==> src/rtl/cpu_clk_switch_pkg.sv <==
// Shared definitions for the 65816 PHI2 clock switch.
//   - clk_state_e  : clock FSM state encoding
//   - Map*         : bit positions of the clock-control field in the map register,
//                    shared with the address-mapping stage
//   - HalfDiv*     : fast half-period lengths in hsclk cycles
//   - half_period(): map clock bits -> fast half-period
package cpu_clk_switch_pkg;

    typedef enum logic [1:0] {
        StAlign  = 2'd0,
        StHostHi = 2'd1,
        StLow    = 2'd2,
        StFastHi = 2'd3
    } clk_state_e;

    localparam int unsigned MapHsclkEn  = 3;
    localparam int unsigned MapHsclkInv = 2;
    localparam int unsigned MapDivEn    = 1;
    localparam int unsigned MapDiv4Not2 = 0;

    localparam int unsigned HalfDiv1 = 1;
    localparam int unsigned HalfDiv2 = 2;
    localparam int unsigned HalfDiv4 = 4;

    function automatic int unsigned half_period(input logic div_en, input logic div4not2);
        if (!div_en) begin
            return HalfDiv1;
        end else if (div4not2) begin
            return HalfDiv4;
        end else begin
            return HalfDiv2;
        end
    endfunction

endpackage

==> src/rtl/cpu_clk_switch_phi0_sync.sv <==
// Brings host PHI0 into the hsclk domain and produces one-cycle edge pulses.
// Ports:
//   hsclk      in   fast clock
//   resetb     in   async active-low reset
//   phi0_in    in   host PHI0, asynchronous to hsclk
//   phi0_rise  out  one-hsclk pulse after a synced rising edge
//   phi0_fall  out  one-hsclk pulse after a synced falling edge
// SYNC_STAGES must be at least 2. Both edges see the same latency.
module cpu_clk_switch_phi0_sync #(
    parameter int unsigned SYNC_STAGES = 2
) (
    input  logic hsclk,
    input  logic resetb,
    input  logic phi0_in,
    output logic phi0_rise,
    output logic phi0_fall
);

    logic [SYNC_STAGES-1:0] sync_q, sync_d;
    logic                   prev_q, prev_d;

    always_comb begin
        sync_d = {sync_q[SYNC_STAGES-2:0], phi0_in};
        prev_d = sync_q[SYNC_STAGES-1];
    end

    // Reset to all ones: a PHI0 already high at reset release must not look like a
    // fresh rising edge, otherwise the first CPU phase could join a host phi2 mid-way.
    always_ff @(posedge hsclk or negedge resetb) begin
        if (!resetb) begin
            sync_q <= '1;
            prev_q <= 1'b1;
        end else begin
            sync_q <= sync_d;
            prev_q <= prev_d;
        end
    end

    assign phi0_rise = sync_q[SYNC_STAGES-1] & ~prev_q;
    assign phi0_fall = ~sync_q[SYNC_STAGES-1] & prev_q;

endmodule

==> src/rtl/cpu_clk_switch.sv <==
// 65816 PHI2 generator: runs the CPU from divided hsclk during fast cycles and hands
// it back to the host 2 MHz PHI0 for any cycle flagged as a host-bus access.
// Ports:
//   hsclk            in   fast oscillator; all state lives here
//   resetb           in   async active-low reset
//   bbc_ck2_phi0     in   host PHI0 (asynchronous)
//   hsclk_en         in   map bit 3: permit fast cycles
//   hsclk_inv        in   map bit 2: one extra hsclk before a host-timed high phase
//   div_en           in   map bit 1: divide fast clock
//   div4not2         in   map bit 0: deeper division when div_en=1
//   host_access_req  in   current cycle targets host bus (valid by end of phi1)
//   cpu_ck_phi2      out  registered CPU clock
//   cpu_ck_phi1      out  inverse of cpu_ck_phi2
//   host_cycle       out  in ALIGN or HOST_HI
//   fast_cycle       out  in FAST_HI
module cpu_clk_switch
    import cpu_clk_switch_pkg::*;
#(
    parameter int unsigned SYNC_STAGES    = 2,
    parameter int unsigned MIN_PH1_CYCLES = 2,
    parameter int unsigned CNT_W          = 3
) (
    input  logic hsclk,
    input  logic resetb,
    input  logic bbc_ck2_phi0,
    input  logic hsclk_en,
    input  logic hsclk_inv,
    input  logic div_en,
    input  logic div4not2,
    input  logic host_access_req,
    output logic cpu_ck_phi2,
    output logic cpu_ck_phi1,
    output logic host_cycle,
    output logic fast_cycle
);

    // One extra bit so a half-period of exactly 2^CNT_W is representable.
    localparam int unsigned HW = CNT_W + 1;

    logic             phi0_rise, phi0_fall;
    logic [3:0]       map_bits;
    clk_state_e       state_q, state_d;
    logic [CNT_W-1:0] cnt_q, cnt_d, cnt_inc;
    logic [HW-1:0]    h_q, h_d, h_map, low_last, fast_last, cnt_ext;
    logic             inv_pend_q, inv_pend_d;
    logic             phi2_q, phi2_d;

    cpu_clk_switch_phi0_sync #(
        .SYNC_STAGES(SYNC_STAGES)
    ) u_phi0_sync (
        .hsclk    (hsclk),
        .resetb   (resetb),
        .phi0_in  (bbc_ck2_phi0),
        .phi0_rise(phi0_rise),
        .phi0_fall(phi0_fall)
    );

    always_comb begin
        map_bits              = '0;
        map_bits[MapHsclkEn]  = hsclk_en;
        map_bits[MapHsclkInv] = hsclk_inv;
        map_bits[MapDivEn]    = div_en;
        map_bits[MapDiv4Not2] = div4not2;
    end

    always_comb begin
        h_map     = HW'(half_period(map_bits[MapDivEn], map_bits[MapDiv4Not2]));
        // Low phase never shorter than the address/decode settle time.
        low_last  = ((h_q > HW'(MIN_PH1_CYCLES)) ? h_q : HW'(MIN_PH1_CYCLES)) - HW'(1);
        fast_last = h_q - HW'(1);
        cnt_ext   = {1'b0, cnt_q};
        cnt_inc   = (cnt_q == '1) ? cnt_q : cnt_q + CNT_W'(1);
    end

    always_comb begin
        state_d    = state_q;
        cnt_d      = cnt_q;
        h_d        = h_q;
        inv_pend_d = 1'b0;
        unique case (state_q)
            StAlign: begin
                // Only a fresh rise counts; a fall here is ignored.
                if (inv_pend_q) begin
                    state_d = StHostHi;
                end else if (phi0_rise) begin
                    if (map_bits[MapHsclkInv]) begin
                        inv_pend_d = 1'b1;
                    end else begin
                        state_d = StHostHi;
                    end
                end
            end
            StHostHi: begin
                if (phi0_fall) begin
                    state_d = StLow;
                    cnt_d   = '0;
                    h_d     = h_map;
                end
            end
            StLow: begin
                cnt_d = cnt_inc;
                if (cnt_ext == low_last) begin
                    if (host_access_req || !map_bits[MapHsclkEn]) begin
                        state_d = StAlign;
                    end else begin
                        state_d = StFastHi;
                        cnt_d   = '0;
                    end
                end
            end
            StFastHi: begin
                cnt_d = cnt_inc;
                if (cnt_ext == fast_last) begin
                    state_d = StLow;
                    cnt_d   = '0;
                    h_d     = h_map;
                end
            end
            default: state_d = StAlign;
        endcase
        phi2_d = (state_d == StHostHi) || (state_d == StFastHi);
    end

    always_ff @(posedge hsclk or negedge resetb) begin
        if (!resetb) begin
            state_q    <= StAlign;
            cnt_q      <= '0;
            h_q        <= HW'(HalfDiv1);
            inv_pend_q <= 1'b0;
            phi2_q     <= 1'b0;
        end else begin
            state_q    <= state_d;
            cnt_q      <= cnt_d;
            h_q        <= h_d;
            inv_pend_q <= inv_pend_d;
            phi2_q     <= phi2_d;
        end
    end

    assign cpu_ck_phi2 = phi2_q;
    assign cpu_ck_phi1 = ~phi2_q;
    assign host_cycle  = (state_q == StAlign) || (state_q == StHostHi);
    assign fast_cycle  = (state_q == StFastHi);

endmodule

==> config.mk <==
export PLATFORM = sky130hd
export DESIGN_NAME = cpu_clk_switch
export DESIGN_NICKNAME = d
export VERILOG_FILES = /design/src/rtl/cpu_clk_switch_pkg.sv /design/src/rtl/cpu_clk_switch_phi0_sync.sv /design/src/rtl/cpu_clk_switch.sv
export SDC_FILE = /design/constraint.sdc
export NUM_CORES = 1
export LEC_CHECK = 0
export CORE_ASPECT_RATIO = 1.25
export CORE_MARGIN = 2
export CORE_UTILIZATION = 52
export DETAILED_ROUTE_END_ITERATION = 10
export PLACE_DENSITY = 0.77
export RECOVER_POWER = 100
export SLEW_MARGIN = 20
export SYNTH_ARGS = -nofsm -noshare
export SYNTH_HDL_FRONTEND = slang
export SYNTH_SLANG_ARGS = --single-unit
export TNS_END_PERCENT = 100
==> constraint.sdc <==
create_clock -name hsclk -period 2.95 [get_ports hsclk]
set_input_delay 0.59 -clock hsclk [delete_from_list [all_inputs] [get_ports hsclk]]
set_output_delay 0.59 -clock hsclk [all_outputs]
set_load 0.05 [all_outputs]
### Word-level counts from Yosys, hierarchy flattened

Cells that the tools add are included.

* flip-flop bits (word level): 14
* logic and storage cells: 59
* bits in latches: 0
* ROM bits: 0
* bits in writable memories: 0
* output and inout bits: 4
* input port bits: 8
* memories: 0

* shift operators: 0
* $mul: 0
* bitwise operators: 5
* muxes and demuxes: 24
* equal/unequal tests: 10
* reduce and logical (&&, ||, !) cells: 9
* $lt $le $gt $ge: 1
* div/mod/pow operators: 0
* $add $sub $neg: 3

Operators by type and width (number)
* $mux 3: 7
* $mux 2: 7
* $mux 4: 3
* $pmux 3 s3: 1
* $eq 3x4->1: 2
* $pmux 2 s4: 1
* $pmux 4 s2: 1
* $sub 4x1->4 const B: 2
* $eq 2x2->1 const B: 3
* $eq 2x1->1 const B: 2
* $gt 4x2->1 const B: 1
* $mux 1: 4
* $add 3x1->3 const B: 1
* $eq 3x3->1 const B: 1
* $logic_or 1x1->1: 3
* $not 1->1: 3
* $reduce_and 3->1: 1
* $reduce_bool 3->1: 1
* $and 1x1->1: 2
* $logic_not 2->1: 1
* $ne 2x1->1 const B: 1
* $ne 2x2->1 const B: 1
* $reduce_and 2->1: 1
* $reduce_bool 2->1: 1
* $logic_not 1->1: 1

### Depth between registers and ports, before layout

Gate-level depths: netlist of the first run.

* depth in word-level cells: 8
* gate-level depth with buffers: 9
* depth with buffers taken out: 8

### By module

Synthesis of the first run repeated with hierarchy kept, for this count alone.

* cells, all modules: 80
* area, all modules: 814.5 µm²

By module, submodules not included
* cpu_clk_switch: area each 720.7 µm², cells an instance 75, instances 1, seq. area each 251.5 µm²
* cpu_clk_switch_phi0_sync: area each 93.8 µm², cells an instance 5, instances 1, seq. area each 78.8 µm²

### Worst setup path after synthesis of the first run

OpenSTA, ideal clock, no wires.

* path kind: flip-flop to flip-flop
* from: register h_q[0]
* to: register cnt_q[0]
* slack: 0.856 ns
* required time: 2.824 ns
* setup time: 0.126 ns
* path buffers: 0
* period minus slack after synthesis: 2.094 ns
* data arrival time: 1.968 ns
* cell stages (with the launch flop): 9
* path through: dfstp_2 inv_1 ha_1 xor3_1 a2111oi_4 nand2_2 nand2b_2 a21oi_1 o32a_1

* cells in the longest elaborated chain, start to end: 6
* elaborated cells between the ends (all ways): 9
* classes of those cells: add/sub: 2; order compare: 1; eq/ne: 2; mux: 4

RTL lines
* from (decl): RTL line cpu_clk_switch.sv:44 `logic [HW-1:0] h_q, h_d, h_map, low_last, fast_last, cnt_ext;`
* from (signal assigned): RTL line cpu_clk_switch.sv:128 `h_q <= HW'(HalfDiv1);`
* $gt 4x2->1: RTL line cpu_clk_switch.sv:69 `low_last = ((h_q > HW'(MIN_PH1_CYCLES)) ? h_q : HW'(MIN_PH1_CYCLES)) - HW'(1);`
* $mux 4: RTL line cpu_clk_switch.sv:69
* $sub 4x1->4: RTL line cpu_clk_switch.sv:69
* $eq 3x4->1: RTL line cpu_clk_switch.sv:102 `if (cnt_ext == low_last) begin`
* $mux 3: RTL line cpu_clk_switch.sv:102
* $pmux 3 s3 (*): RTL line cpu_clk_switch.sv:80 `unique case (state_q)`
* to (signal assigned): RTL line cpu_clk_switch.sv:133 `cnt_q <= cnt_d;`
* to (decl): RTL line cpu_clk_switch.sv:43 `logic [CNT_W-1:0] cnt_q, cnt_d, cnt_inc;`

Every way passes the cells marked *; elsewhere a longest branch is shown, timed or not.
A chain may end at the register's enable or synchronous reset.

### Worst setup path after layout of the first run

* from: register state_q[0]
* to: output port fast_cycle

* cells in the longest elaborated chain, start to end: 1

RTL lines
* from (decl): RTL line cpu_clk_switch.sv:42 `clk_state_e state_q, state_d;`
* from (signal assigned): RTL line cpu_clk_switch.sv:126 `state_q <= StAlign;`
* from (signal assigned): RTL line cpu_clk_switch.sv:132 `state_q <= state_d;`
* $eq 2x2->1: RTL line cpu_clk_switch.sv:143 `assign fast_cycle = (state_q == StFastHi);`
* to (decl): RTL line cpu_clk_switch.sv:34 `output logic fast_cycle`

Every way passes these cells.

==> results.sh, run 1 <==
export IMPL_synthFlopType="dfrtp_1"
export IMPL_synth_top_area_share=0.2655
export IMPL_start_util=0.5503
export IMPL_post_route_min_period_ps=2493
export IMPL_dp_slack_ps=670.2
export IMPL_status="finished, final reports clean"
export IMPL_final_util=0.6331
export IMPL_cts_tree="built"
export IMPL_maxSlewViolCount=0
export IMPL_drc=0
export IMPL_finalSetupTns_ps=0
export IMPL_yosysSeqAreaShare=0.3894
export IMPL_hold_class="flip-flop to flip-flop"
export IMPL_finalSetupViolations=0
export IMPL_fp_row_count=16
export IMPL_rr_startpoint="h_q[0]$_DFFE_PN1P_"
export IMPL_final_common_cell="nand2_1"
export IMPL_ant_nets=0
export IMPL_grt_max_degree=14
export IMPL_ctsHoldBuffers=0
export IMPL_dr_total_vias=675
export IMPL_synth_top_area_cell="dfrtp_1"
export IMPL_ir_drop_mv=0.7800
export IMPL_die_area_mm2=0.001973
export IMPL_cp_arrival_ps=1900
export IMPL_path_class="flip-flop to output port"
export IMPL_coreArea_mm2=0.001541
export IMPL_critical_path_slowest_cell="dlygate4sd3_1"
export IMPL_yosysWarnings=0
export IMPL_most_common_layout_cells="10 x nand2_1, 9 x dfrtp_1, 7 x a21oi_1, 7 x dlygate4sd3_1, 6 x inv_1"
export IMPL_drive_above_1_share=0.09375
export IMPL_drtIter0Drc=15
export IMPL_final_hold_viol_count=0
export IMPL_syn_num_nets=97
export IMPL_end_kind="output port"
export IMPL_grt_pass1_wl_um=2704
export IMPL_grt_overflow=0
export IMPL_cp_slowest_stage_delay_ps=870
export IMPL_first_pass_iters=4
export IMPL_cts_buffers=3
export IMPL_startpoint_type="flip-flop"
export IMPL_worstHoldStart="u_phi0_sync.sync_q[0]$_DFF_PN1_"
export IMPL_max_cap_violations=0
export IMPL_total_power_mw=1.186
export IMPL_die_y_um=49.16
export IMPL_relSlewSlack=0.6218
export IMPL_drt_total_wl_um=1587
export IMPL_vias_per_cell=5.921
export IMPL_antenna_found_initial=0
export IMPL_dp_cells=110
export IMPL_critical_path_startpoint="state_q[0]$_DFF_PN0_"
export IMPL_setup_slack_ps=457.2
export IMPL_gp_congestion=0.8834
export IMPL_skew_ps=5.577
export IMPL_worst_pin_slew_ps=565.5
export IMPL_clock_sinks=13
export IMPL_required_ps=2360
export IMPL_fmaxAchievable_ghz=0.4012
export IMPL_synth_area_top_cells="dfrtp_1 27%, dfstp_2 12%, a2111oi_4 6.5%, ha_1 4.4%, a21oi_1 4.1%"
export IMPL_antenna_cells=0
export IMPL_port_buffers=11
export IMPL_hpwl_um=1254
export IMPL_p_per_area_mw_per_mm2=1216
export IMPL_path_max_fanout=12
export IMPL_clkSlewWorstSetupHoldPaths_ps=80
export IMPL_rsz0062_at_grt="false"
export IMPL_synth_cell_type_count=38
export IMPL_htreeDepth=1
export IMPL_ys_ff_latch=13
export IMPL_min_period_over_period=0.8450
export IMPL_grt_pass1_vias=653
export IMPL_track_usage=0.1968
export IMPL_leakage_nw=0.4045
export IMPL_synth_area_per_cell_um2=9.864
export IMPL_final_nets=108
export IMPL_synthesis_instances=86
export IMPL_clk_latency_ps=280
export IMPL_layoutNonFillerInstCount=114
export IMPL_root_buffer="clkbuf_4"
export IMPL_avgRoutedWirePerCell_um=13.92
export IMPL_path_cells="and2_1 -> dlygate4sd3_1"
export IMPL_ys_async_sr_fraction=1.000
export IMPL_cts_buffer_depth=2
export IMPL_die_x_um=40.13
export IMPL_area_growth_pct=15.04
export IMPL_top_level_ports=12
export IMPL_synth_area_um2=848.3
export IMPL_cts_setup_buffers=0
export IMPL_synth_enable_flop_cells=0
export IMPL_cts_resized_gates=0
## power by group
part           total (mW)  switching (mW)  internal, mW  leakage, nW
registers           0.373           0.125         0.248        0.154
clock network       0.111          0.0581        0.0525       0.0150
logic               0.703           0.392         0.311        0.236
## sequential cells by signal (all words and copies together), names as in the netlist
name / count
cnt_q: 3
h_q: 3
state_q: 2
u_phi0_sync.sync_q: 2
cpu_ck_phi2: 1
inv_pend_q: 1
u_phi0_sync.prev_q: 1
## logic make-up (layout without fill, tap and decap cells)
group	count (synthesis)	after routing	synth area share
muxes	1	1	0.01327
and+or+nand+nor	29	29	0.1888
DFF	13	13	0.3894
xor gates and xnor gates	3	3	0.04867
buffers and inverters	11	21	0.06047
AOI/OAI and AO/OA	26	26	0.2552
adders and majority gates	3	3	0.04425
## cell usage after synthesis, types with 2 or more instances
| cell type | n |
|---|---|
| inv_1 | 6 |
| xnor2_1 | 2 |
| nand2_1 | 9 |
| nor2_1 | 2 |
| ha_1 | 3 |
| nor3b_1 | 3 |
| nor4_1 | 2 |
| buf_2 | 2 |
| a21oi_1 | 7 |
| o21ai_0 | 2 |
| clkbuf_1 | 2 |
| a2111oi_4 | 2 |
| dfrtp_1 | 9 |
| nor2b_1 | 2 |
| a21o_1 | 2 |
| dfstp_2 | 4 |
| a31oi_1 | 3 |
| nand2b_1 | 4 |
## through the flow
step	area, µm²	hold WS [ps]
global placement	952.2	346.9
finish	975.9	379.4
CTS	978.4	378.9
detailed placement	952.2	358.3
floorplan	848.3	294.4
global route	975.9	385.9
## worst paths after layout
kind                                                   endpoint  slack, ps  cells after the start
worst max-delay path                                 fast_cycle        460                      2
min in group asynchronous                 cpu_ck_phi2$_DFF_PN0_        740                      1
worst min-delay path            u_phi0_sync.sync_q[1]$_DFF_PN1_        380                      0
worst max register to register             cnt_q[0]$_DFFE_PN0P_        580                      8
max in group asynchronous          u_phi0_sync.prev_q$_DFF_PN1_       1840                      1
worst min register to register  u_phi0_sync.sync_q[1]$_DFF_PN1_        380                      0
## area by class of cell
class / count / area (µm²)
multi-input combinational: 62 / 464.2
timing repair buffer: 11 / 110.1
tap: 18 / 22.52
sequential: 13 / 330.3
inverter: 6 / 22.52
fill: 123 / 565.5
clock buffer: 4 / 26.28
## routing by layer
| metal | GRT usage | routed length, µm | up-vias |
|---|---|---|---|
| li1 | - | - | 329 |
| met1 | 0.2515 | 664 | 332 |
| met2 | 0.3226 | 856 | 12 |
| met3 | 0.01370 | 36 | 2 |
| met4 | 0.08621 | 30 | 0 |
| met5 | 0 | 0 | - |
## worst max-delay path: cells and delay by family (launching register included)
family / cells / cell delay, ps
flops: 1 / 540
buf+inv: 1 / 870
simple gates: 1 / 200
No activity file was read; power rests on OpenSTA's default activity.
==> run 2: changes to the inputs <==
Settings changed: CORE_UTILIZATION 52 to 47, PLACE_DENSITY 0.77 to 0.73.
Clock period 2.95 ns to 2 ns, I/O delays scaled along.
==> run 2 against run 1 <==
Net effect: design area rose by 25%; critical endpoint is now cnt_q[0]$_DFFE_PN0P_; total power rose by 100%; first-iteration DRC count decreased by 47%; critical path depth is 6 higher; worst setup slack got worse by 550 ps; the flow now finishes with violations (negative setup slack).
==> results.sh, run 2 (synthesized netlist as in run 1, its figures left out) <==
export IMPL_status="finished with violations"
export IMPL_failed_checks="negative setup slack"
export IMPL_port_buffers=11
export IMPL_drive_above_1_share=0.4425
export IMPL_ir_drop_mv=0.9926
export IMPL_area_growth_pct=43.81
export IMPL_worst_pin_slew_ps=605.2
export IMPL_crit_buf_inv=1
export IMPL_relSlewSlack=0.5953
export IMPL_hold_class="flip-flop to flip-flop"
export IMPL_drc=0
export IMPL_regArea_um2=332.8
export IMPL_p_per_area_mw_per_mm2=1952
export IMPL_multi_input_area_um2=564.3
export IMPL_clk_latency_ps=290
export IMPL_setup_slack_ps=-91.00
export IMPL_fmaxAchievable_ghz=0.4782
export IMPL_root_buffer="clkbuf_4"
export IMPL_maxSlewViolCount=0
export IMPL_hpwl_um=1349
export IMPL_drt_total_wl_um=1959
export IMPL_critical_path_slowest_cell="dfstp_2"
export IMPL_die_x_um=42
export IMPL_final_hold_viol_count=0
export IMPL_avgRoutedWirePerCell_um=14.84
export IMPL_grt_pass1_vias=759
export IMPL_cts_buffers=3
export IMPL_min_period_over_period=1.046
export IMPL_path_cells="inv_2 -> ha_4 -> xnor2_2 -> a2111oi_4 -> nand2_2 -> nand2b_4 -> a21oi_2 -> o32a_1"
export IMPL_final_util=0.7081
export IMPL_antenna_cells=0
export IMPL_vias_per_cell=5.879
export IMPL_dr_total_vias=776
export IMPL_gp_congestion=0.9004
export IMPL_fin_area_mm2=0.001220
export IMPL_max_cap_violations=0
export IMPL_leakage_nw=0.5237
export IMPL_whs_ps=359.8
export IMPL_post_route_min_period_ps=2091
export IMPL_dp_slack_ps=-100.7
export IMPL_track_usage=0.2031
export IMPL_clkSlewWorstSetupHoldPaths_ps=90
export IMPL_grt_max_degree=14
export IMPL_top_level_ports=12
export IMPL_die_area_mm2=0.002163
export IMPL_start_util=0.4924
export IMPL_grt_pass1_wl_um=3249
export IMPL_ctsHoldBuffers=0
export IMPL_cts_buffer_depth=2
export IMPL_nFillCells=128
export IMPL_path_delay_family="compound AO/OA/AOI/OAI gates"
export IMPL_ant_nets=0
export IMPL_end_kind="flip-flop"
export IMPL_clock_sinks=13
export IMPL_skew_ps=1.875
export IMPL_cp_arrival_ps=2260
export IMPL_antenna_found_initial=0
export IMPL_die_y_um=51.50
export IMPL_cp_slowest_stage_delay_ps=540
export IMPL_path_class="flip-flop to flip-flop"
export IMPL_finalSetupViolations=7
export IMPL_final_nets=125
export IMPL_first_pass_iters=4
export IMPL_rsz0062_at_grt="true"
export IMPL_most_common_layout_cells="17 x buf_4, 8 x clkdlybuf4s50_1, 7 x dfrtp_1"
export IMPL_htreeDepth=1
export IMPL_required_ps=2170
export IMPL_coreArea_mm2=0.001723
export IMPL_final_common_cell="buf_4"
export IMPL_startpoint_type="flip-flop"
export IMPL_cts_tree="built"
export IMPL_grt_overflow=0
export IMPL_fp_row_count=17
export IMPL_path_max_fanout=3
export IMPL_drtIter0Drc=8
export IMPL_top_regs="cnt_q x3, h_q x3"
export IMPL_dpl_cell_area_mm2=0.001056
## run 2: changes by cell type in the layout (fill, tap and decap cells not counted), sizes merged
| cell | delta |
|---|---|
| buf | +19 |
| clkbuf | -1 |
| clkinv | +1 |
| clkdlybuf4s50 | +4 |
| dlygate4sd3 | -6 |
## run 2: what timing repair did
item                                    in CTS  in global routing
buffers inserted                             5                  2
gates resized for setup                      9                 13
pin swaps                                    3                  3
endpoints found under the setup margin       6                  9
gates cloned                                 0                  0
## run 2: worst register-to-register path: cells and delay by family, from the launching register on
| kind | cells | cell delay [ps] |
|---|---|---|
| AO/OA/AOI/OAI | 3 | 780 |
| flip-flops | 1 | 540 |
| AND/OR/NAND/NOR | 2 | 240 |
| adder cells (fa/ha/maj) | 1 | 220 |
| XOR/XNOR | 1 | 140 |
| buffers and inverters | 1 | 60 |
## run 2: final cells by class
cell class                      instances  share of cell area
Inverter                                6             0.01846
Clock buffer                            3             0.01846
Clock inverter                          1            0.004103
Sequential cell                        13              0.2728
Tap cell                               19             0.01949
Timing Repair Buffer                   28              0.2041
Multi-Input combinational cell         62              0.4626
## run 2: report_power, final
group	internal [mW]	switching, mW
combinational	0.846	0.845
sequential	0.372	0.145
clock	0.0744	0.0975
## run 2: path summary, 6_finish.rpt
check,start,end,slack (ps),cells after the start
worst max-delay path,h_q[0]$_DFFE_PN1P_,cnt_q[0]$_DFFE_PN0P_,-90,8
worst min-delay path,u_phi0_sync.sync_q[0]$_DFF_PN1_,u_phi0_sync.sync_q[1]$_DFF_PN1_,360,0
worst max register to register,h_q[0]$_DFFE_PN1P_,cnt_q[0]$_DFFE_PN0P_,-90,8
worst min register to register,u_phi0_sync.sync_q[0]$_DFF_PN1_,u_phi0_sync.sync_q[1]$_DFF_PN1_,360,0
max in group asynchronous,resetb,h_q[2]$_DFFE_PN0P_,1090,1
min in group asynchronous,resetb,inv_pend_q$_DFF_PN0_,490,1
## run 2: routing by layer
metal / wire, µm / vias to the layer above / global-route usage
met5: 0 / - / 0
met4: 51 / 0 / 0.1505
met3: 51 / 7 / 0.03472
met2: 1021 / 22 / 0.3438
met1: 835 / 381 / 0.2287
li1: - / 366 / -
## run 2: stage by stage
step / TNS, ps / total power, mW / std cells
finish: -302.7 / 2.381 / 132
global route: -960.1 / 2.542 / 132
CTS: -252.8 / 2.220 / 130
detailed placement: -423.4 / 1.860 / 121
global placement: -81.86 / 1.823 / 121
floorplan: -55.11 / 1.475 / 86
